<file path="config.mk">
export PLATFORM = sky130hd
export DESIGN_NAME = sync_fifo_flags
export DESIGN_NICKNAME = d
export VERILOG_FILES = /design/src/rtl/sync_fifo_flags.sv
export SDC_FILE = /design/constraint.sdc
export NUM_CORES = 1
export LEC_CHECK = 0
export ABC_CLOCK_PERIOD_IN_PS = 4200
export BUFFER_PORTS_ARGS = -buffer_cell sky130_fd_sc_hd__buf_4
export CORE_ASPECT_RATIO = 2
export CORE_MARGIN = 2
export CORE_UTILIZATION = 42
export DETAILED_ROUTE_END_ITERATION = 8
export PLACE_DENSITY = 0.56
export SLEW_MARGIN = 30
export SYNTH_ARGS = -nofsm -noshare
export SYNTH_HDL_FRONTEND = slang
export SYNTH_SLANG_ARGS = --single-unit
</file>
<file path="constraint.sdc">
create_clock -name clock -period 4.2 [get_ports clock]
set_input_delay 0.63 -clock clock [delete_from_list [all_inputs] [get_ports clock]]
set_output_delay 0.63 -clock clock [all_outputs]
set_load 0.005 [all_outputs]
</file>
<file path="src/rtl/sync_fifo_flags.sv">
// Single-clock FIFO with occupancy count, threshold flags and sticky errors.
// Any depth >= 2; FWFT selects registered or fall-through read data.
module sync_fifo_flags #(
    parameter int DATA_WIDTH = 8,
    parameter int DEPTH      = 10,
    parameter int AF_LEVEL   = DEPTH - 2,
    parameter int AE_LEVEL   = 2,
    parameter bit FWFT       = 1'b0,
    localparam int CW        = $clog2(DEPTH + 1)
) (
    input  logic                  clock,
    input  logic                  reset,
    input  logic                  wn,
    input  logic                  rn,
    input  logic [DATA_WIDTH-1:0] DATAIN,
    input  logic                  clr_err,
    output logic [DATA_WIDTH-1:0] DATAOUT,
    output logic                  valid,
    output logic                  full,
    output logic                  empty,
    output logic                  almost_full,
    output logic                  almost_empty,
    output logic [CW-1:0]         count,
    output logic                  overflow,
    output logic                  underflow
);

    localparam int PW = $clog2(DEPTH);

    logic [DATA_WIDTH-1:0] mem_q [DEPTH];

    logic [PW-1:0]         wptr_q, wptr_d;
    logic [PW-1:0]         rptr_q, rptr_d;
    logic [CW-1:0]         count_q, count_d;
    logic [DATA_WIDTH-1:0] dout_q, dout_d;
    logic                  valid_q, valid_d;
    logic                  ovf_q, ovf_d;
    logic                  unf_q, unf_d;

    logic rd_acc;
    logic wr_acc;

    // Flags come from the registered count only, never from wn/rn.
    assign full         = (count_q == CW'(DEPTH));
    assign empty        = (count_q == '0);
    assign almost_full  = (count_q >= CW'(AF_LEVEL));
    assign almost_empty = (count_q <= CW'(AE_LEVEL));

    // A full FIFO still takes a write when a read frees a slot this cycle.
    assign rd_acc = rn & ~empty;
    assign wr_acc = wn & (~full | rd_acc);

    // Next-state: pointers wrap by compare so any depth works.
    always_comb begin
        wptr_d  = wptr_q;
        rptr_d  = rptr_q;
        count_d = count_q;
        dout_d  = dout_q;
        valid_d = 1'b0;
        if (wr_acc) begin
            wptr_d = (wptr_q == PW'(DEPTH - 1)) ? '0 : wptr_q + 1'b1;
        end
        if (rd_acc) begin
            rptr_d  = (rptr_q == PW'(DEPTH - 1)) ? '0 : rptr_q + 1'b1;
            dout_d  = mem_q[rptr_q];
            valid_d = 1'b1;
        end
        case ({wr_acc, rd_acc})
            2'b10:   count_d = count_q + 1'b1;
            2'b01:   count_d = count_q - 1'b1;
            default: count_d = count_q;
        endcase
        ovf_d = (ovf_q & ~clr_err) | (wn & ~wr_acc);
        unf_d = (unf_q & ~clr_err) | (rn & empty);
    end

    // Control state with synchronous reset taking priority.
    always_ff @(posedge clock) begin
        if (reset) begin
            wptr_q  <= '0;
            rptr_q  <= '0;
            count_q <= '0;
            dout_q  <= '0;
            valid_q <= 1'b0;
            ovf_q   <= 1'b0;
            unf_q   <= 1'b0;
        end else begin
            wptr_q  <= wptr_d;
            rptr_q  <= rptr_d;
            count_q <= count_d;
            dout_q  <= dout_d;
            valid_q <= valid_d;
            ovf_q   <= ovf_d;
            unf_q   <= unf_d;
        end
    end

    // Storage array; contents are not cleared by reset.
    always_ff @(posedge clock) begin
        if (!reset && wr_acc) begin
            mem_q[wptr_q] <= DATAIN;
        end
    end

    // Fall-through mode presents the head entry straight from the array.
    assign DATAOUT   = FWFT ? mem_q[rptr_q] : dout_q;
    assign valid     = FWFT ? ~empty : valid_q;
    assign count     = count_q;
    assign overflow  = ovf_q;
    assign underflow = unf_q;

endmodule

</file>
==> summary.txt <==
Synth
  – Register area share after synthesis: 0.676
  – Post-synth ARST share: 0
  – Top_reg_cell synth: edfxtp_1
  – Post-Syn Area: 0.00423 sq mm
  – Avg Cell Area, Syn: 15.6 sq um
  – Syn nets: 285
  – Mapped Cells: 271
  – #FFs+latches synth: 103
  – Synth unique cells: 48
  – Syn. warnings: 0
  – Post-synth EDFFs: 80

Die
  – I/O Pins: 32
  – Initial Util: 0.434
  – # rows: 51
  – Die H: 146 um
  – Die width: 75.0 um
  – Die area: 0.0109 sq mm
  – Floorplan core area: 0.00976 sq mm

Detailed routing
  – DRT iter0 DRCs: 124
  – Vias per cell: 5.24
  – Pre-Repair DR Iteration Count: 4
  – Met2 wire len: 4.75 mm
  – Final WL: 8.61 mm
  – Via count: 2,273
  – # DRC: 0
  – M1 wire length: 3.27 mm
  – DR WL/cell: 19.8 um
  – DRT antenna net count: 0
  – WL met3: 245 um
  – Top Metal Used: met4

Clock network
  – Post-CTS Setup Inserts: 0
  – TritonCTS Buffers: 9
  – TritonCTS clock tree: built
  – CTS HTree Levels: 3
  – Clock sink total: 103
  – Clk Tree Root Cell: clkbuf_16
  – Worst-path clk slew: 0.06 ns
  – Clk buf depth: 2
  – Post-cts gate resize count: 0
  – # hold bufs at CTS: 0
  – Skew-Pair Late Insertion Delay: 0.34 ns

GRT
  – Pin count of the biggest net entering global routing: 29
  – Antenna violations before repair: 0
  – Total GRT Usage: 0.170
  – Grt ovf: 0
  – First-pass GRT wire length: 12.9 mm
  – Vias in the first global route: 2,292

Critical path
  – Reg2reg path depth: 4
  – CP Launch Type: flip-flop
  – Reg2reg start: count[0]
  – Crit Path Class: reg -> reg
  – Data required, critical path: 4.17 ns
  – R2r endpoint: mem_q[4][4]
  – Setup crit end kind: flip-flop
  – R2r setup slk: 1.81 ns
  – Crit path DAT: 2.36 ns
  – CP max FO: 12

Timing
  – Worst clock skew: 0.00618 ns
  – Pins over their slew limit: 0
  – Least-Margin Pin Slew: 0.957 ns
  – RSZ-0062 raised after global routing: false
  – Worst Slack Setup Final: 1.81 ns
  – FMAX: 0.418 GHz
  – Setup Viol. Count Final: 0
  – Final period util: 0.570
  – Final setup TNS: 0 ns
  – Minimum clock period: 2.39 ns
  – Rel. slew slack: 0.361
  – Final-report hold violation count: 0

Final layout
  – Fin nets: 311
  – Antenna diode count: 0
  – Filler cells: 873
  – Share of cells above drive strength 1: 0.278
  – Post-route core utilization: 0.493
  – Fin cells: 434
  – P&R area growth vs syn: 13.6%

Min path
  – Worst min path class: reg -> reg
  – Hold Path Depth: 2
  – Worst Hold Path EP: DATAOUT[0]
  – Min-delay src: DATAOUT[0]

Job
  – Max-cap violations: 0

Power and ir drop
  – Leakage: 1.55 nW
  – Maximum vdd drop: 264 uV
  – Power Dens Cells: 449 mW/mm^2
  – Final Power: 2.16 mW

Status
  – Status: finished, final reports clean

Place
  – Place WS: 1.60 ns
  – Placed cell count: 418
  – RePlAce Congestion: 0.814
  – Port bufs: 31
  – Detailed placer's ending HPWL: 6.02 mm
metrics by stage:
stage / hold WS, ns / cell area (sq um)
after floorplan: 0.448 / 4230
after global placement: 0.443 / 4530
after detailed placement: 0.447 / 4550
after CTS: 0.455 / 4810
after global routing: 0.473 / 4810
final: 0.450 / 4810
worst max-delay path by stage:
stage                     startpoint          end  slack [ns]
after floorplan             count[0]     count[2]        1.85
after global placement            rn  mem_q[7][3]        1.65
after detailed placement          rn  mem_q[4][2]        1.60
after CTS                   count[0]  mem_q[4][3]        1.78
after global routing        count[0]  mem_q[4][4]        1.63
final                       count[0]  mem_q[4][4]        1.81
kinds of logic (layout without fill, tap and decap cells):
| family | after synthesis | after routing | synth area share |
|---|---|---|---|
| AO/OA/AOI/OAI | 48 | 48 | 0.0697 |
| multiplexers | 34 | 34 | 0.131 |
| AND/OR/NAND/NOR | 58 | 58 | 0.0736 |
| adder cells (fa/ha/maj) | 1 | 1 | 0.00295 |
| buffers and inverters | 24 | 55 | 0.0402 |
| XOR/XNOR | 3 | 3 | 0.00621 |
| flip-flops | 103 | 103 | 0.676 |
cells in the mapped netlist (2+ instances only):
library cell  count  area (sq um)
edfxtp_1         80          2400
a21oi_1          23           115
dfxtp_1          23           460
mux4_2           16           360
nand2_1          16          60.1
nor2_1           13          48.8
o21ai_0          11          55.1
mux2i_1           9          90.1
mux2_2            8          90.1
clkbuf_1          7          26.3
nor3_1            6          30.0
buf_6             5          56.3
inv_1             4          15.0
nand2b_1          4          25.0
nor4_1            4          25.0
or3_1             4          25.0
clkbuf_8          3          41.3
buf_2             2          10.0
nor2b_1           2          12.5
o21ai_1           2          10.0
xor2_1            2          17.5
worst max-delay path, stage by stage (launching register included):
cell,delay [ns]
dfxtp_1,0.58
or3b_2,0.25
o211ai_1,0.20
or3_1,0.41
nor2_1,0.58
routing by layer:
layer	track usage	up-vias
li1	-	1093
met1	0.185	1125
met2	0.292	41
met3	0.0409	14
met4	0.0866	0
met5	0	-
sequential cells by signal (all words and copies together), names as in the netlist:
register,count
count,4
mem_q,80
DATAOUT,8
valid,1
underflow,1
wptr_q,4
overflow,1
rptr_q,4
final cells by class:
| class | count | area, sq um | share of cell area |
|---|---|---|---|
| Inverter | 4 | 15.0 | 0.00312 |
| Clock buffer | 12 | 236 | 0.0492 |
| Sequential cell | 103 | 2870 | 0.596 |
| Clock inverter | 4 | 21.3 | 0.00442 |
| Multi-Input combinational cell | 144 | 1240 | 0.259 |
| Timing Repair Buffer | 35 | 263 | 0.0546 |
| Tap cell | 132 | 165 | 0.0343 |
power breakdown:
group          internal, mW  total (mW)  leakage (nW)  switching (mW)
clock network         0.400       0.741         0.126           0.341
logic                 0.131       0.235         0.516           0.104
registers              1.13        1.18         0.910          0.0565
cells in the final DEF (no fill, tap or decap), types with 2 or more instances in the layout:
| cell type | instances |
|---|---|
| nor2b_1 | 2 |
| a21oi_1 | 23 |
| nor3_1 | 5 |
| mux4_2 | 16 |
| clkinv_1 | 2 |
| edfxtp_1 | 80 |
| o21ai_0 | 11 |
| clkbuf_16 | 9 |
| nor2_1 | 13 |
| buf_4 | 35 |
| nand2_1 | 16 |
| clkbuf_1 | 3 |
| inv_1 | 4 |
| o21ai_1 | 2 |
| nor4_1 | 2 |
| xor2_1 | 2 |
| nor4_4 | 2 |
| dfxtp_1 | 22 |
| or3_1 | 4 |
| nand2b_1 | 4 |
| mux2_2 | 8 |
| mux2i_1 | 9 |
(Power assumes the default switching activity.)
